## src/rtl/elelock_if.sv

```systemverilog
// Signal bundle between the lock datapath (master) and its session controller (slave).
// key_press is a single-cycle strobe with no ready: the controller consumes every pulse it sees; kp_block tells the datapath to drop digits.
interface elelock_if #(
  parameter int FAIL_W = 2
);
  logic              key_press;
  logic              unlocked;
  logic              door_open;
  logic              close;
  logic              kp_block;
  logic              alarm;
  logic              tamper;
  logic [FAIL_W-1:0] fail_cnt;
  logic [2:0]        state;

  modport master (
    output key_press, unlocked, door_open,
    input  close, kp_block, alarm, tamper, fail_cnt, state
  );

  modport slave (
    input  key_press, unlocked, door_open,
    output close, kp_block, alarm, tamper, fail_cnt, state
  );
endinterface

```

## src/rtl/elelock_ctrl.sv

```systemverilog
// Electronic-lock session controller: digit counting, entry timeout, result check,
// failed-attempt lockout, auto-relock and tamper flag. All outputs are registered.
module elelock_ctrl #(
  parameter int CODE_LEN    = 4,
  parameter int MAX_FAIL    = 3,
  parameter int FAIL_W      = 2,
  parameter int ENTRY_TMO   = 1000,
  parameter int RELOCK_CYC  = 2000,
  parameter int LOCKOUT_CYC = 5000,
  parameter int TMR_W       = 16
) (
  input  logic      clk,
  input  logic      reset,
  elelock_if.slave  bus
);

  localparam int DIG_W = $clog2(CODE_LEN + 1);

  localparam logic [TMR_W-1:0]  ENTRY_LAST   = TMR_W'(ENTRY_TMO - 1);
  localparam logic [TMR_W-1:0]  RELOCK_LAST  = TMR_W'(RELOCK_CYC - 1);
  localparam logic [TMR_W-1:0]  LOCKOUT_LAST = TMR_W'(LOCKOUT_CYC - 1);
  // The lock flop lags the key shift by one edge, so the result is final on the 2nd CHECK cycle.
  localparam logic [TMR_W-1:0]  CHECK_LAST   = TMR_W'(1);
  localparam logic [TMR_W-1:0]  TMR_ONE      = TMR_W'(1);
  localparam logic [DIG_W:0]    CODE_LEN_X   = (DIG_W + 1)'(CODE_LEN);
  localparam logic [DIG_W-1:0]  DIG_ONE      = DIG_W'(1);
  localparam logic [DIG_W:0]    DIG_INC_ONE  = (DIG_W + 1)'(1);
  localparam logic [FAIL_W:0]   MAX_FAIL_X   = (FAIL_W + 1)'(MAX_FAIL);
  localparam logic [FAIL_W:0]   FAIL_INC_ONE = (FAIL_W + 1)'(1);

  typedef enum logic [2:0] {
    S_IDLE    = 3'd0,
    S_ENTRY   = 3'd1,
    S_CHECK   = 3'd2,
    S_OPEN    = 3'd3,
    S_LOCKOUT = 3'd4
  } state_t;

  state_t             state_q, state_d;
  logic [TMR_W-1:0]   timer_q, timer_d;
  logic [DIG_W-1:0]   digits_q, digits_d;
  logic [FAIL_W-1:0]  fail_q, fail_d;
  logic               close_q, close_d;
  logic               tamper_q, tamper_d;
  logic               kp_block_q, alarm_q;
  logic [DIG_W:0]     digits_inc;
  logic [FAIL_W:0]    fail_inc;

  assign digits_inc = {1'b0, digits_q} + DIG_INC_ONE;
  assign fail_inc   = {1'b0, fail_q} + FAIL_INC_ONE;

  always_comb begin
    state_d  = state_q;
    timer_d  = timer_q;
    digits_d = digits_q;
    fail_d   = fail_q;
    close_d  = 1'b0;
    tamper_d = tamper_q | (bus.door_open & ~bus.unlocked & (state_q != S_OPEN));

    unique case (state_q)
      S_IDLE: begin
        if (bus.key_press) begin
          digits_d = DIG_ONE;
          state_d  = (CODE_LEN == 1) ? S_CHECK : S_ENTRY;
        end
      end

      S_ENTRY: begin
        // A press on the timeout cycle wins over the timeout.
        if (bus.key_press) begin
          digits_d = digits_inc[DIG_W-1:0];
          timer_d  = '0;
          if (digits_inc == CODE_LEN_X) state_d = S_CHECK;
        end else if (timer_q == ENTRY_LAST) begin
          close_d  = 1'b1;
          digits_d = '0;
          state_d  = S_IDLE;
        end else begin
          timer_d = timer_q + TMR_ONE;
        end
      end

      S_CHECK: begin
        if (bus.unlocked) begin
          fail_d   = '0;
          digits_d = '0;
          state_d  = S_OPEN;
        end else if (timer_q == CHECK_LAST) begin
          close_d  = 1'b1;
          digits_d = '0;
          if (fail_inc == MAX_FAIL_X) begin
            fail_d  = MAX_FAIL_X[FAIL_W-1:0];
            state_d = S_LOCKOUT;
          end else begin
            fail_d  = fail_inc[FAIL_W-1:0];
            state_d = S_IDLE;
          end
        end else begin
          timer_d = timer_q + TMR_ONE;
        end
      end

      S_OPEN: begin
        // Someone relocked by hand: no close pulse needed.
        if (!bus.unlocked) begin
          state_d = S_IDLE;
        end else if (bus.door_open) begin
          timer_d = '0;
        end else if (timer_q == RELOCK_LAST) begin
          close_d = 1'b1;
          state_d = S_IDLE;
        end else begin
          timer_d = timer_q + TMR_ONE;
        end
      end

      S_LOCKOUT: begin
        if (timer_q == LOCKOUT_LAST) begin
          close_d = 1'b1;
          fail_d  = '0;
          state_d = S_IDLE;
        end else begin
          timer_d = timer_q + TMR_ONE;
        end
      end

      default: begin
        state_d = S_IDLE;
      end
    endcase

    if (state_d != state_q) timer_d = '0;
  end

  always_ff @(posedge clk) begin
    if (reset) begin
      state_q    <= S_IDLE;
      timer_q    <= '0;
      digits_q   <= '0;
      fail_q     <= '0;
      close_q    <= 1'b0;
      tamper_q   <= 1'b0;
      kp_block_q <= 1'b0;
      alarm_q    <= 1'b0;
    end else begin
      state_q    <= state_d;
      timer_q    <= timer_d;
      digits_q   <= digits_d;
      fail_q     <= fail_d;
      close_q    <= close_d;
      tamper_q   <= tamper_d;
      kp_block_q <= (state_d == S_LOCKOUT);
      alarm_q    <= (state_d == S_LOCKOUT);
    end
  end

  assign bus.close    = close_q;
  assign bus.kp_block = kp_block_q;
  assign bus.alarm    = alarm_q;
  assign bus.tamper   = tamper_q;
  assign bus.fail_cnt = fail_q;
  assign bus.state    = state_q;

endmodule

```

## src/flat_wrapper.sv

```systemverilog
// flat-port wrapper written by rule: the top's interface ports become plain ports
module elelock_ctrl_flat 
#(
  parameter int CODE_LEN    = 4,
  parameter int MAX_FAIL    = 3,
  parameter int FAIL_W      = 2,
  parameter int ENTRY_TMO   = 1000,
  parameter int RELOCK_CYC  = 2000,
  parameter int LOCKOUT_CYC = 5000,
  parameter int TMR_W       = 16
)
  (clk, reset, bus_key_press, bus_unlocked, bus_door_open, bus_close, bus_kp_block, bus_alarm, bus_tamper, bus_fail_cnt, bus_state);
  elelock_if #(.FAIL_W(FAIL_W)) bus_i ();
  input  logic clk;
  input  logic reset;
  input wire logic [$bits(bus_i.key_press)-1:0] bus_key_press;
  input wire logic [$bits(bus_i.unlocked)-1:0] bus_unlocked;
  input wire logic [$bits(bus_i.door_open)-1:0] bus_door_open;
  output wire logic [$bits(bus_i.close)-1:0] bus_close;
  output wire logic [$bits(bus_i.kp_block)-1:0] bus_kp_block;
  output wire logic [$bits(bus_i.alarm)-1:0] bus_alarm;
  output wire logic [$bits(bus_i.tamper)-1:0] bus_tamper;
  output wire logic [$bits(bus_i.fail_cnt)-1:0] bus_fail_cnt;
  output wire logic [$bits(bus_i.state)-1:0] bus_state;
  assign bus_i.key_press = bus_key_press;
  assign bus_i.unlocked = bus_unlocked;
  assign bus_i.door_open = bus_door_open;
  assign bus_close = bus_i.close;
  assign bus_kp_block = bus_i.kp_block;
  assign bus_alarm = bus_i.alarm;
  assign bus_tamper = bus_i.tamper;
  assign bus_fail_cnt = bus_i.fail_cnt;
  assign bus_state = bus_i.state;
  elelock_ctrl #(.CODE_LEN(CODE_LEN), .MAX_FAIL(MAX_FAIL), .FAIL_W(FAIL_W), .ENTRY_TMO(ENTRY_TMO), .RELOCK_CYC(RELOCK_CYC), .LOCKOUT_CYC(LOCKOUT_CYC), .TMR_W(TMR_W)) u_core (.clk(clk), .reset(reset), .bus(bus_i));
endmodule
```

## config.mk

```make
export PLATFORM = sky130hd
export DESIGN_NAME = elelock_ctrl_flat
export DESIGN_NICKNAME = d
export VERILOG_FILES = /design/src/rtl/elelock_if.sv /design/src/rtl/elelock_ctrl.sv /design/src/flat_wrapper.sv
export SDC_FILE = /design/constraint.sdc
export NUM_CORES = 1
export LEC_CHECK = 0
export BUFFER_PORTS_ARGS = -buffer_cell sky130_fd_sc_hd__buf_4
export CAP_MARGIN = 20
export CORE_MARGIN = 2
export CORE_UTILIZATION = 50
export DETAILED_ROUTE_END_ITERATION = 10
export GPL_TIMING_DRIVEN = 0
export PLACE_DENSITY = 0.75
export SYNTH_ARGS = -nofsm -noshare
export SYNTH_HDL_FRONTEND = slang
export SYNTH_SLANG_ARGS = --single-unit
```

## constraint.sdc

```tcl
create_clock -name clk -period 5.7 [get_ports clk]
set_input_delay 0.285 -clock clk [delete_from_list [all_inputs] [get_ports clk]]
set_output_delay 0.285 -clock clk [all_outputs]
set_load 0.01 [all_outputs]
```

=== Word-level counts from Yosys, hierarchy flattened ===
Index checks and enable logic that the tools add are counted.
W data, S select, Z words.

* Add/sub/neg operators: 3
* Equality and inequality tests: 23
* Muxes and demuxes: 41
* Bitwise gates (word level): 4
* Reductions and logical operators: 8

{| class="wikitable"
|+ Operators by type and width
! operator !! count
|-
| $mux W16 || 8
|-
| $pmux W16 S4 || 1
|-
| $mux W3 || 16
|-
| $add A16 B1 Y16 const B || 1
|-
| $eq A16 B1 Y1 const B || 1
|-
| $eq A16 B10 Y1 const B || 1
|-
| $eq A16 B11 Y1 const B || 1
|-
| $eq A16 B13 Y1 const B || 1
|-
| $pmux W3 S5 || 1
|-
| $ne A2 B2 Y1 const B || 5
|-
| $eq A3 B2 Y1 const B || 3
|-
| $ne A3 B2 Y1 const B || 3
|-
| $pmux W3 S3 || 1
|-
| $mux W1 || 8
|-
| $mux W2 || 4
|-
| $reduce_and A7 Y1 || 1
|-
| $eq A3 B3 Y1 const B || 2
|-
| $ne A3 B3 Y1 const B || 2
|-
| $add A3 B1 Y4 const B || 1
|-
| $eq A4 B3 Y1 const B || 1
|-
| $pmux W1 S4 || 1
|-
| $pmux W2 S2 || 1
|-
| $reduce_and A4 Y1 || 1
|-
| $reduce_bool A4 Y1 || 1
|-
| 12 further kinds || 13
|}

* Bits in registers: 27
* Input port bits: 5
* Output and inout bits: 9
* Logic and storage cells: 86

=== Logic depth before layout (Yosys ltp) ===
Gate-level depths: netlist of the first run.

* Word-level depth: 8
* Mapped depth: 9
* Depth with buffers taken out: 8

=== Worst setup path before layout of the first run ===
Ideal clock, no wire load.

* Path type: register to register
* Start: register u_core.timer_q[0]
* End: register u_core.fail_q[1], in the netlist u_core.bus.fail_cnt[1]
* Library setup time: 0.128 ns
* Arrival time: 2.115 ns
* Required time: 5.572 ns
* Slack: 3.457 ns
* Cell stages (with the launch flop): 9
* Path buffers: 2
* Clock period less this slack: 2.243 ns
* Cell sequence: dfxtp_1 ha_1 or4b_4 o41a_1 o21ai_4 buf_6 buf_12 mux2i_1 nor2_1

* Longest elaborated chain between the ends: 3
* Elaborated cells between the ends (all ways): 5
* Those cells by class: 4 x eq/ne; 1 x reduce/logical

{| class="wikitable"
|+ RTL lines
! item !! line !! source
|-
| start: declaration || elelock_ctrl.sv:40 || <nowiki>logic [TMR_W-1:0] timer_q, timer_d;</nowiki>
|-
| start signal: assignment || elelock_ctrl.sv:147 || <nowiki>timer_q <= timer_d;</nowiki>
|-
| $eq A16 B1 Y1 / $eq A16 B13 Y1 (equally long branches) || elelock_ctrl.sv:88, elelock_ctrl.sv:118 ||
|-
| $ne A3 B2 Y1 (no line) / $ne A2 B1 Y1 (equally long branches) || n/a ||
|-
| $reduce_and A3 Y1 (no line) * || n/a ||
|-
| end signal: assignment || elelock_ctrl.sv:149 || <nowiki>fail_q <= fail_d;</nowiki>
|-
| end: declaration || elelock_ctrl.sv:42 || <nowiki>logic [FAIL_W-1:0] fail_q, fail_d;</nowiki>
|}

Mark *: on every way between the ends. The rest lies on a longest branch, timed or not.
A chain may end at the register's enable or synchronous reset.

=== Final worst setup path of the first run ===
Ends and elaborated chain as after synthesis.

==> metrics, run 1 <==
run status=finished clean; Row Count=22; syn_area_per_cell=8.24 sq um; routed len/inst=16.0 um; Synth top area share=29.4%; Starting Density=roughly 50%; HP Class=input port to flip-flop; total chip power=345 uW; vias in the first global route=between 1500 and 2000; CTS tree=done; Ports=14; crit path cell chain=ha_1 -> or4b_4 -> o41a_1 -> o21ai_4 -> buf_6 -> buf_12 -> mux2i_1 -> nor2_1; All-Layer GR Usage=23.2%; worst slew pin tran=534 ps; Layout area overhead=10.7%; RSZ-0062 raised after global routing=no; DR iter-0 viols=161; worst hold path cell count=3; final period utilization=44.7%; Async SR Flop Fraction=0%; Vias=1859; CTS sink count=27; FF-to-FF End=u_core.bus.fail_cnt[1]$_SDFFE_PP0P_; hold path endpoint=u_core.bus.tamper$_SDFF_PP0_; Mapped Area=1840 sq um; ANT nets after route=0; top-count cell post-synth=dfxtp_1; r2r startpoint=u_core.timer_q[0]$_SDFFE_PP0P_; number of port buffers=12; Slowest Stage Delay on Critical Path=520 ps; DR vias/cell=6.48; placed instance count=283; maximum clock frequency=392 MHz; Layout Utilization=56.4%; Worst Path Arrival=2710 ps; core area=3610 sq um; Primary FF master, synth=dfxtp_1; PwrDens=170 nW/um^2; fraction of layout cells with a size suffix above 1=13.8%; Final setup viols=0; CP startpoint kind=flip-flop; H-tree depth=1; crit-path max FO=10; Max Root-Sink Buffers=2; Synthesized Nets=233; Fillers=362; flops & latches, synth=27; sequential fraction of the synthesis area=29.4%; Routability Congestion=0.936; Cells after Synth=around 220; CTS Buf Count=3; worst r2r path cells=8; Final Hold Fails=0; Worst Hold Launch=bus_door_open; largest net degree at the start of global routing=16; non-filler cells in the finished layout=approximately 290; n_diodes=0; fin crit period=about 2500 ps; Die ar.=around 4200 sq um; synth cell count leaders=dfxtp_1 (27), a21oi_1 (23), or4_1 (18); initial antenna violation count=0; Initial DRT Pass Iterations=5; Leak=0.670 nW; Post-CTS Setup Inserts=0; Root Driver=clkbuf_8; Clock transition at path regs=100 ps; drt drc=0; Clk Latency, worst-skew pair=290 ps; CP required=5860 ps; MaxCap Viol Count=0; CP Capture Type=flip-flop; WS Path Type=flip-flop to flip-flop; Post-CTS Hold Fix Bufs=0; Yosys cell types=57; Chip Width=64.6 um; setup_tns=0 ps; detailed placement HPWL=3.38 mm; Synth warnings=0; Layout Skew=around 5.6 ps; routed wire length=4.60 mm; first-pass GRT wire length=7.67 mm; Slowest cell on crit path=o41a_1; max-slew violations=0; die height=64.6 um; largest area contributor in the netlist=dfxtp_1; R2R setup slack=3150 ps; Post-synth EDFFs=0; Area contributors post-synth=dfxtp_1 (29%), or4_1 (7.4%), a21oi_1 (6.3%); Rel. slew slack=64.1%; Layout Nets=250; Reg area=approximately 540 sq um; Remaining Overflow, GRT=0; area occupied by multi-input gates=between 1000 and 1500 sq um; peak supply drop=around 0.000067 V; number of gates resized after cts=0
==> how the worst max path moves through the flow <==
stage / start / endpoint / slack (ps) / depth (start not counted)
after floorplan: u_core.timer_q[0]$_SDFFE_PP0P_ / u_core.bus.fail_cnt[1]$_SDFFE_PP0P_ / 3460 / 8
after global placement: u_core.timer_q[0]$_SDFFE_PP0P_ / u_core.bus.fail_cnt[1]$_SDFFE_PP0P_ / 3200 / 8
after detailed placement: u_core.timer_q[0]$_SDFFE_PP0P_ / u_core.bus.fail_cnt[1]$_SDFFE_PP0P_ / 3180 / 8
after CTS: u_core.timer_q[0]$_SDFFE_PP0P_ / u_core.bus.fail_cnt[1]$_SDFFE_PP0P_ / 3160 / 8
after global routing: u_core.timer_q[0]$_SDFFE_PP0P_ / u_core.timer_q[5]$_SDFFE_PP0P_ / 3010 / 9
final: u_core.timer_q[0]$_SDFFE_PP0P_ / u_core.bus.fail_cnt[1]$_SDFFE_PP0P_ / 3150 / 8
==> layout by cell type (no fill, tap or decap), types with 2 or more instances in the layout <==
cell type and instances:
nor2b_1 5, inv_1 4, clkbuf_8 3, a221oi_1 2, clkbuf_1 7, buf_4 15, o21ai_1 3, or3_1 4
ha_1 5, or4_1 18, and3_1 2, dfxtp_1 27, nand3_1 10, a211oi_1 2, nand2b_1 5, and3b_1 2
buf_2 2, nor4_1 2, a22o_1 4, a21oi_1 23, nand4_1 10, o21bai_1 3, nor4bb_1 2, nor4b_1 2
and4_1 2, nand2_1 17, nor2_1 13, o31ai_1 14
==> stage by stage <==
stage | hold slack [ps] | worst slack [ps] | area, sq um
finish | 281 | 3150 | 2030
global route | 311 | 3010 | 2030
CTS | 278 | 3160 | 2030
detailed placement | 462 | 3180 | 1990
global placement | 454 | 3200 | 1990
floorplan | 447 | 3460 | 1840
==> worst max-delay path: cells and delay by family (launching register included) <==
family	cells	cell delay [ps]
compound gates	2	790
simple gates	2	520
flops	1	420
buf+inv	2	340
fa+ha+maj	1	170
mux	1	170
==> sequential cells by signal (all words and copies together), names as in the netlist <==
| signal | flops |
|---|---|
| u_core.bus.fail_cnt | 2 |
| u_core.bus.kp_block | 1 |
| u_core.bus.tamper | 1 |
| u_core.bus.close | 1 |
| u_core.timer_q | 16 |
| u_core.bus.state | 3 |
| u_core.digits_q | 3 |
==> layer usage <==
metal	part of all wire, %	vias up	routed length (um)	global-route usage [%]
met3	4.4	5	202	1.91
met1	49	886	2250	33.5
met2	45	50	2090	35.5
met5	0	-	0	0
li1	-	918	-	-
met4	1.4	0	63	9.31
==> logic make-up (layout without fill, tap and decap cells) <==
family                     Yosys count  after routing  share of synthesized area [%]
AOI/OAI and AO/OA                   67             67                           25.6
adders and majority gates            5              5                           3.41
buffers and inverters               19             35                           5.93
DFF                                 27             27                           29.4
muxes                                2              2                           1.16
and+or+nand+nor                    103            103                           34.5
==> layout make-up <==
class,instances,share of cell area (%)
multi-input cells,177,58.4
clock inverters,1,0.246
well taps,48,2.95
repair buffers,12,4.43
flip-flops and latches,27,26.6
plain buffers,14,4.43
clock buffers,3,2.03
inverters,5,0.923
==> power by group <==
| group | total [mW] | internal [mW] | switching (mW) |
|---|---|---|---|
| clock | 0.115 | 0.0493 | 0.0654 |
| combinational | 0.0371 | 0.0140 | 0.0231 |
| sequential | 0.193 | 0.191 | 0.00275 |
Power figures use the tool's default switching activity.
==> run 2: changes to the inputs <==
==> constraint.sdc (replaced) <==
create_clock -name clk -period 2.35 [get_ports clk]
set_input_delay 0.1175 -clock clk [delete_from_list [all_inputs] [get_ports clk]]
set_output_delay 0.1175 -clock clk [all_outputs]
set_load 0.01 [all_outputs]
==> run 2 against run 1 <==
Effect of this change:
- clock-buffer cell count is the same
- power grew 150%
- clock skew about the same
- worst hold slack got worse by 160 ps
- final cell count increased by 2.4%
- combinational power rose to 2.7 times the previous value
- critical endpoint is now u_core.timer_q[9]$_SDFFE_PP0P_
- largest power group unchanged
==> metrics, run 2 (synthesis results as in run 1) <==
crit path cell chain=inv_2 -> ha_4 -> or4b_4 -> o41a_1 -> o21ai_4 -> buf_6 -> buf_12 -> buf_12 -> o31ai_4 -> a21oi_1; Post-CTS Hold Fix Bufs=0 (unchanged); initial antenna violation count=0 (unchanged); Pint=620 uW (+140%); Final setup viols=0 (unchanged); worst slew pin tran=474 ps (-59.5 ps); max reg flops=16 (unchanged); peak supply drop=0.000174 V (+160%); WS Path Type=flip-flop to flip-flop; CP startpoint kind=flip-flop; Layout Skew=5.91 ps (+0.322 ps); CTS tree=done; CTS sink count=27 (unchanged); crit-path most repeated cell=buf_12; Slowest cell on crit path=or4b_4; MaxCap Viol Count=0 (unchanged); crit path buf inv count=4 (+2); Clock transition at path regs=100 ps (about the same); commonest non-fill, non-tap cells in the layout=buf_4 (23), dfxtp_1 (23), a21oi_1 (22), or4_1 (17), nand2_1 (16); Rel. slew slack=68.4% (+4.3 points); first-pass GRT wire length=7.86 mm (+2.4%); max-slew violations=0 (unchanged); Layout Nets=257 (+2.8%); Vias=1937 (+4.2%); detailed placement HPWL=3.38 mm (unchanged); Clk pwr share=33.3% (about the same); largest net degree at the start of global routing=16 (unchanged); Worst path top cell family by delay=compound AO/OA/AOI/OAI gates; Ports=14 (unchanged); RSZ-0062 raised after global routing=yes; vias in the first global route=1560 (+0.32%); ANT nets after route=0 (unchanged); combinational share of power=11.7% (+1.0 points); Final Hold Fails=0 (unchanged); final design area excluding fillers=2210 sq um (+8.9%); All-Layer GR Usage=23.8% (+0.70 points); run status=finished clean; CP required=2580 ps (-3280 ps); routed wire length=4.93 mm (+7.1%); Clk Latency, worst-skew pair=290 ps (about the same); Seq pwr share=55.1% (-0.9 points); Max Root-Sink Buffers=2 (unchanged); Layout area overhead=20.6%; Leak=0.738 nW (+10%); PwrDens=384 nW/um^2 (+130%); routed len/inst=16.8 um (+4.5%); Remaining Overflow, GRT=0 (unchanged); Routability Congestion=0.936 (unchanged); maximum clock frequency=431 MHz (+9.8%); n_diodes=0 (unchanged); fraction of layout cells with a size suffix above 1=24.8% (+11 points); Chip Width=64.6 um (unchanged); switching power share of the total=27.1% (+0.66 points); Slowest Stage Delay on Critical Path=470 ps (-50 ps); DR vias/cell=6.59 (+1.7%); Initial DRT Pass Iterations=5 (unchanged); CTS Buf Count=3 (unchanged); DP Worst Slack=-170 ps (-3350 ps); core area=3610 sq um (unchanged); final hold slack=118 ps (-163 ps); number of port buffers=12 (unchanged); H-tree depth=1 (unchanged); crit-path max FO=6 (-4); final period utilization=98.8% (+54 points); Root Driver=clkbuf_8; CP Capture Type=flip-flop; drt drc=0 (unchanged); Die ar.=4170 sq um (unchanged); HP Class=input port to flip-flop; DR iter-0 viols=132 (-18%); P_sw=230 uW (+150%); largest register by flop count=u_core.timer_q; fin crit period=2320 ps (-227 ps); Post-DP Area=1990 sq um (unchanged); Worst Path Arrival=2550 ps (-160 ps); Starting Density=50.9% (unchanged); final worst slack=28.6 ps (-3120 ps); Row Count=22 (unchanged); die height=64.6 um (unchanged)
## run 2: cell types whose count changed in the layout (fill, tap and decap cells not counted), moves of 2 or more
| cell | change |
|---|---|
| buf_4 | +8 |
| dfxtp_4 | +2 |
| o31ai_1 | -2 |
| dfxtp_1 | -4 |
| dfxtp_2 | +2 |
| nor2_4 | +2 |
| clkbuf_1 | -3 |
| nor2_1 | -2 |
| nor4_1 | -2 |
## run 2: stage by stage
| step | cells | util [%] | power, mW | TNS, ps |
|---|---|---|---|---|
| 6_report | 294 | 61.4 | 0.850 | 0 |
| 5_1_grt | 294 | 61.4 | 0.874 | -249 |
| 4_1_cts | 290 | 57.5 | 0.848 | 0 |
| 3_5_place_dp | 283 | 55.1 | 0.568 | -1980 |
| 3_3_place_gp | 283 | 55.1 | 0.568 | -1810 |
| 2_1_floorplan | 223 | - | 0.541 | 0 |
## run 2: area by class of cell
type | count | area [sq um]
Timing Repair Buffer | 20 | 163
Multi-Input combinational cell | 177 | 1280
Buffer | 13 | 93.8
Clock buffer | 3 | 41.3
Sequential cell | 27 | 551
Tap cell | 48 | 60.1
Inverter | 5 | 18.8
Fill cell | 339 | 1390
Clock inverter | 1 | 5.00
## run 2: worst reg2reg max path, delay by kind of cell (launching register included)
kind                       cells  cell delay (ps)
and+or+nand+nor                1              470
AOI/OAI and AO/OA              4              880
buffers and inverters          4              440
adders and majority gates      1              110
DFF                            1              370
## run 2: power groups by stage
stage	registers, mW	logic, mW	clock network [mW]
finish	0.468	0.0991	0.283
global route	0.470	0.109	0.296
CTS	0.470	0.0902	0.288
detailed placement	0.480	0.0883	0
global placement	0.480	0.0881	0
floorplan	0.480	0.0609	0
## run 2: per-layer routing
| metal | share of wire, % | routed length, um | vias up | global-route usage, % |
|---|---|---|---|---|
| met3 | 7.2 | 355 | 9 | 2.60 |
| met1 | 47 | 2300 | 922 | 35.1 |
| met5 | 0 | 0 | - | 0 |
| met4 | 1.8 | 89 | 0 | 9.31 |
| li1 | - | - | 931 | - |
| met2 | 44 | 2190 | 75 | 35.5 |
## run 2: worst paths after layout
| check | start | slack, ps | to | depth (start not counted) |
|---|---|---|---|---|
| hold reg to reg | u_core.bus.tamper$_SDFF_PP0_ | 480 | u_core.bus.tamper$_SDFF_PP0_ | 2 |
| setup / recovery | u_core.timer_q[1]$_SDFFE_PP0P_ | 30 | u_core.timer_q[9]$_SDFFE_PP0P_ | 10 |
| setup reg to reg | u_core.timer_q[1]$_SDFFE_PP0P_ | 30 | u_core.timer_q[9]$_SDFFE_PP0P_ | 10 |
| hold / removal | bus_door_open | 120 | u_core.bus.tamper$_SDFF_PP0_ | 3 |
## run 2: repair_timing
action,CTS,global route
setup endpoints to repair,17,19
pin swaps,3,8
gates resized for setup,6,26
setup buffers,3,5
==> run 3: changes to the inputs <==
--- a/config.mk
+++ b/config.mk
@@ -11,7 +11,9 @@
 export CORE_UTILIZATION = 50
 export DETAILED_ROUTE_END_ITERATION = 10
 export GPL_TIMING_DRIVEN = 0
-export PLACE_DENSITY = 0.75
+export PLACE_DENSITY = 0.68
+export SLEW_MARGIN = 20
 export SYNTH_ARGS = -nofsm -noshare
 export SYNTH_HDL_FRONTEND = slang
 export SYNTH_SLANG_ARGS = --single-unit
+export TNS_END_PERCENT = 50
==> run 3 against run 2 <==
Effect of this change:
- clock skew down 1.2 ps
- sequential share of layout area is 0.58 points lower
- maximum frequency increased by 0.84%
- via count fell by 0.52%
- sequential power about the same
- non-clock buffer count rose by 6
- worst setup slack better by 19 ps
- clock-buffer cell count grew 1
- die area is the same
- critical path type unchanged
- largest power group unchanged
==> metrics, run 3 (synthesis results as in run 1) <==
run status=finished clean; vias in the first global route=1742 (+12%); Final setup viols=0 (unchanged); Starting Density=50.9% (unchanged); MaxCap Viol Count=0 (unchanged); WS Path Type=flip-flop to flip-flop; Chip Width=64.6 um (unchanged); final period utilization=98.0% (-0.82 points); fraction of layout cells with a size suffix above 1=26.6% (+1.8 points); DR iter-0 viols=151 (+14%); core area=3610 sq um (unchanged); Die ar.=4170 sq um (unchanged); Row Count=22 (unchanged); DR vias/cell=6.42 (-2.5%); PwrDens=371 nW/um^2 (-3.4%); Clock transition at path regs=90 ps (about the same); commonest non-fill, non-tap cell in the layout=buf_4; CTS Buf Count=3 (unchanged); drt drc=0 (unchanged); Clk Latency, worst-skew pair=270 ps (-20 ps); largest net degree at the start of global routing=15 (-1); CP Capture Type=flip-flop; non-filler cells in the finished layout=300 (+2.0%); CP startpoint kind=flip-flop; number of port buffers=12 (unchanged); R2R setup slack=50 ps (+20 ps); Layout Skew=4.68 ps (-1.23 ps); CP required=2500 ps (-80 ps); Layout Nets=263 (+2.3%); initial antenna violation count=0 (unchanged); fin crit period=2300 ps (-19.3 ps); ANT nets after route=0 (unchanged); maximum clock frequency=434 MHz (+0.84%); peak supply drop=0.000200 V (+15%); Ports=14 (unchanged); max reg flops=16 (unchanged); Post-CTS Hold Fix Bufs=0 (unchanged); placed instance count=283 (unchanged); n_diodes=0 (unchanged); commonest non-fill, non-tap cells in the layout=buf_4 (26), dfxtp_1 (23), a21oi_1 (21), or4_1 (17), nand2_1 (16); worst slew pin tran=476 ps (+1.45 ps); routed len/inst=17.0 um (+1.7%); routed wire length=5.11 mm (+3.8%); Worst Path Arrival=2450 ps (-100 ps); Leak=0.766 nW (+3.9%); met1 usage=32.4% (-2.7 points); Top Usage Layer GRT=met2; H-tree depth=1 (unchanged); largest register by flop count=u_core.timer_q; Max Root-Sink Buffers=2 (unchanged); Layout area overhead=23.4%; HP Class=input port to flip-flop; Root Driver=clkbuf_8; first-pass GRT wire length=8.25 mm (+4.9%); Initial DRT Pass Iterations=5 (unchanged); RSZ-0062 raised after global routing=yes; crit-path max FO=7 (+1); met3 Use GR=2.26% (-0.35 points); CTS sink count=27 (unchanged); M2 GR Usage=43.6% (+8.1 points); Vias=1927 (-0.52%); total chip power=840 uW (-1.2%); Final Hold Fails=0 (unchanged); detailed placement HPWL=3.47 mm (+2.7%); Rel. slew slack=68.2% (-0.21 points); Remaining Overflow, GRT=0 (unchanged); Routability Congestion=0.940 (+0.48%); max-slew violations=0 (unchanged); die height=64.6 um (unchanged); All-Layer GR Usage=24.7% (+0.88 points); CTS tree=done
==> run 3: worst paths after layout <==
check,from,endpoint,cells past startpoint
max,u_core.timer_q[1]$_SDFFE_PP0P_,u_core.bus.fail_cnt[1]$_SDFFE_PP0P_,9
min,bus_door_open,u_core.bus.tamper$_SDFF_PP0_,3
max reg2reg,u_core.timer_q[1]$_SDFFE_PP0P_,u_core.bus.fail_cnt[1]$_SDFFE_PP0P_,9
min reg2reg,u_core.bus.tamper$_SDFF_PP0_,u_core.bus.tamper$_SDFF_PP0_,2
==> run 3: per-stage QoR <==
stage	setup TNS, ps	utilization, %	hold slack [ps]	cell area, sq um	setup WS, ps
floorplan	0	-	279	1840	107
global placement	-2720	55.1	403	1990	-213
detailed placement	-2740	55.1	416	1990	-214
CTS	0	57.8	116	2090	0.976
global route	-111	62.9	127	2270	-45.9
finish	0	62.9	130	2270	47.9
==> run 3: power by group <==
group / switching (mW) / internal (mW) / total (mW) / leakage [nW]
combinational: 0.0620 / 0.0449 / 0.107 / 0.523
clock: 0.144 / 0.121 / 0.265 / 0.0228
sequential: 0.00729 / 0.461 / 0.468 / 0.221
==> run 3: metal layers <==
metal / wire (um) / vias up
li1: - / 942
met1: 2250 / 903
met2: 2550 / 72
met3: 247 / 10
met4: 69 / 0
met5: 0 / -
==> run 3: what timing repair did <==
| item | 4_1_cts | 5_1_grt |
|---|---|---|
| pin swaps | 3 | 6 |
| endpoints found under the setup margin | 17 | 19 |
| gates resized for setup | 10 | 21 |
| endpoints found under the hold margin | 0 | 0 |
| gates cloned | 0 | 1 |
| buffers inserted | 3 | 10 |
==> run 3: critical path: stages, from the launching register on <==
cell and delay [ps]:
dfxtp_2 350, inv_2 60, ha_4 120, or4b_4 460, o41a_1 470, o21ai_4 200, buf_6 170, buf_12 130
mux2i_1 170, nor2_1 50
==> run 3: area by class of cell <==
class	instances	area, sq um
fill	319	1340
multi-input combinational	177	1280
sequential	27	551
timing repair buffer	26	216
buffer	13	95.1
tap	48	60.1
clock buffer	4	45.0
inverter	5	18.8
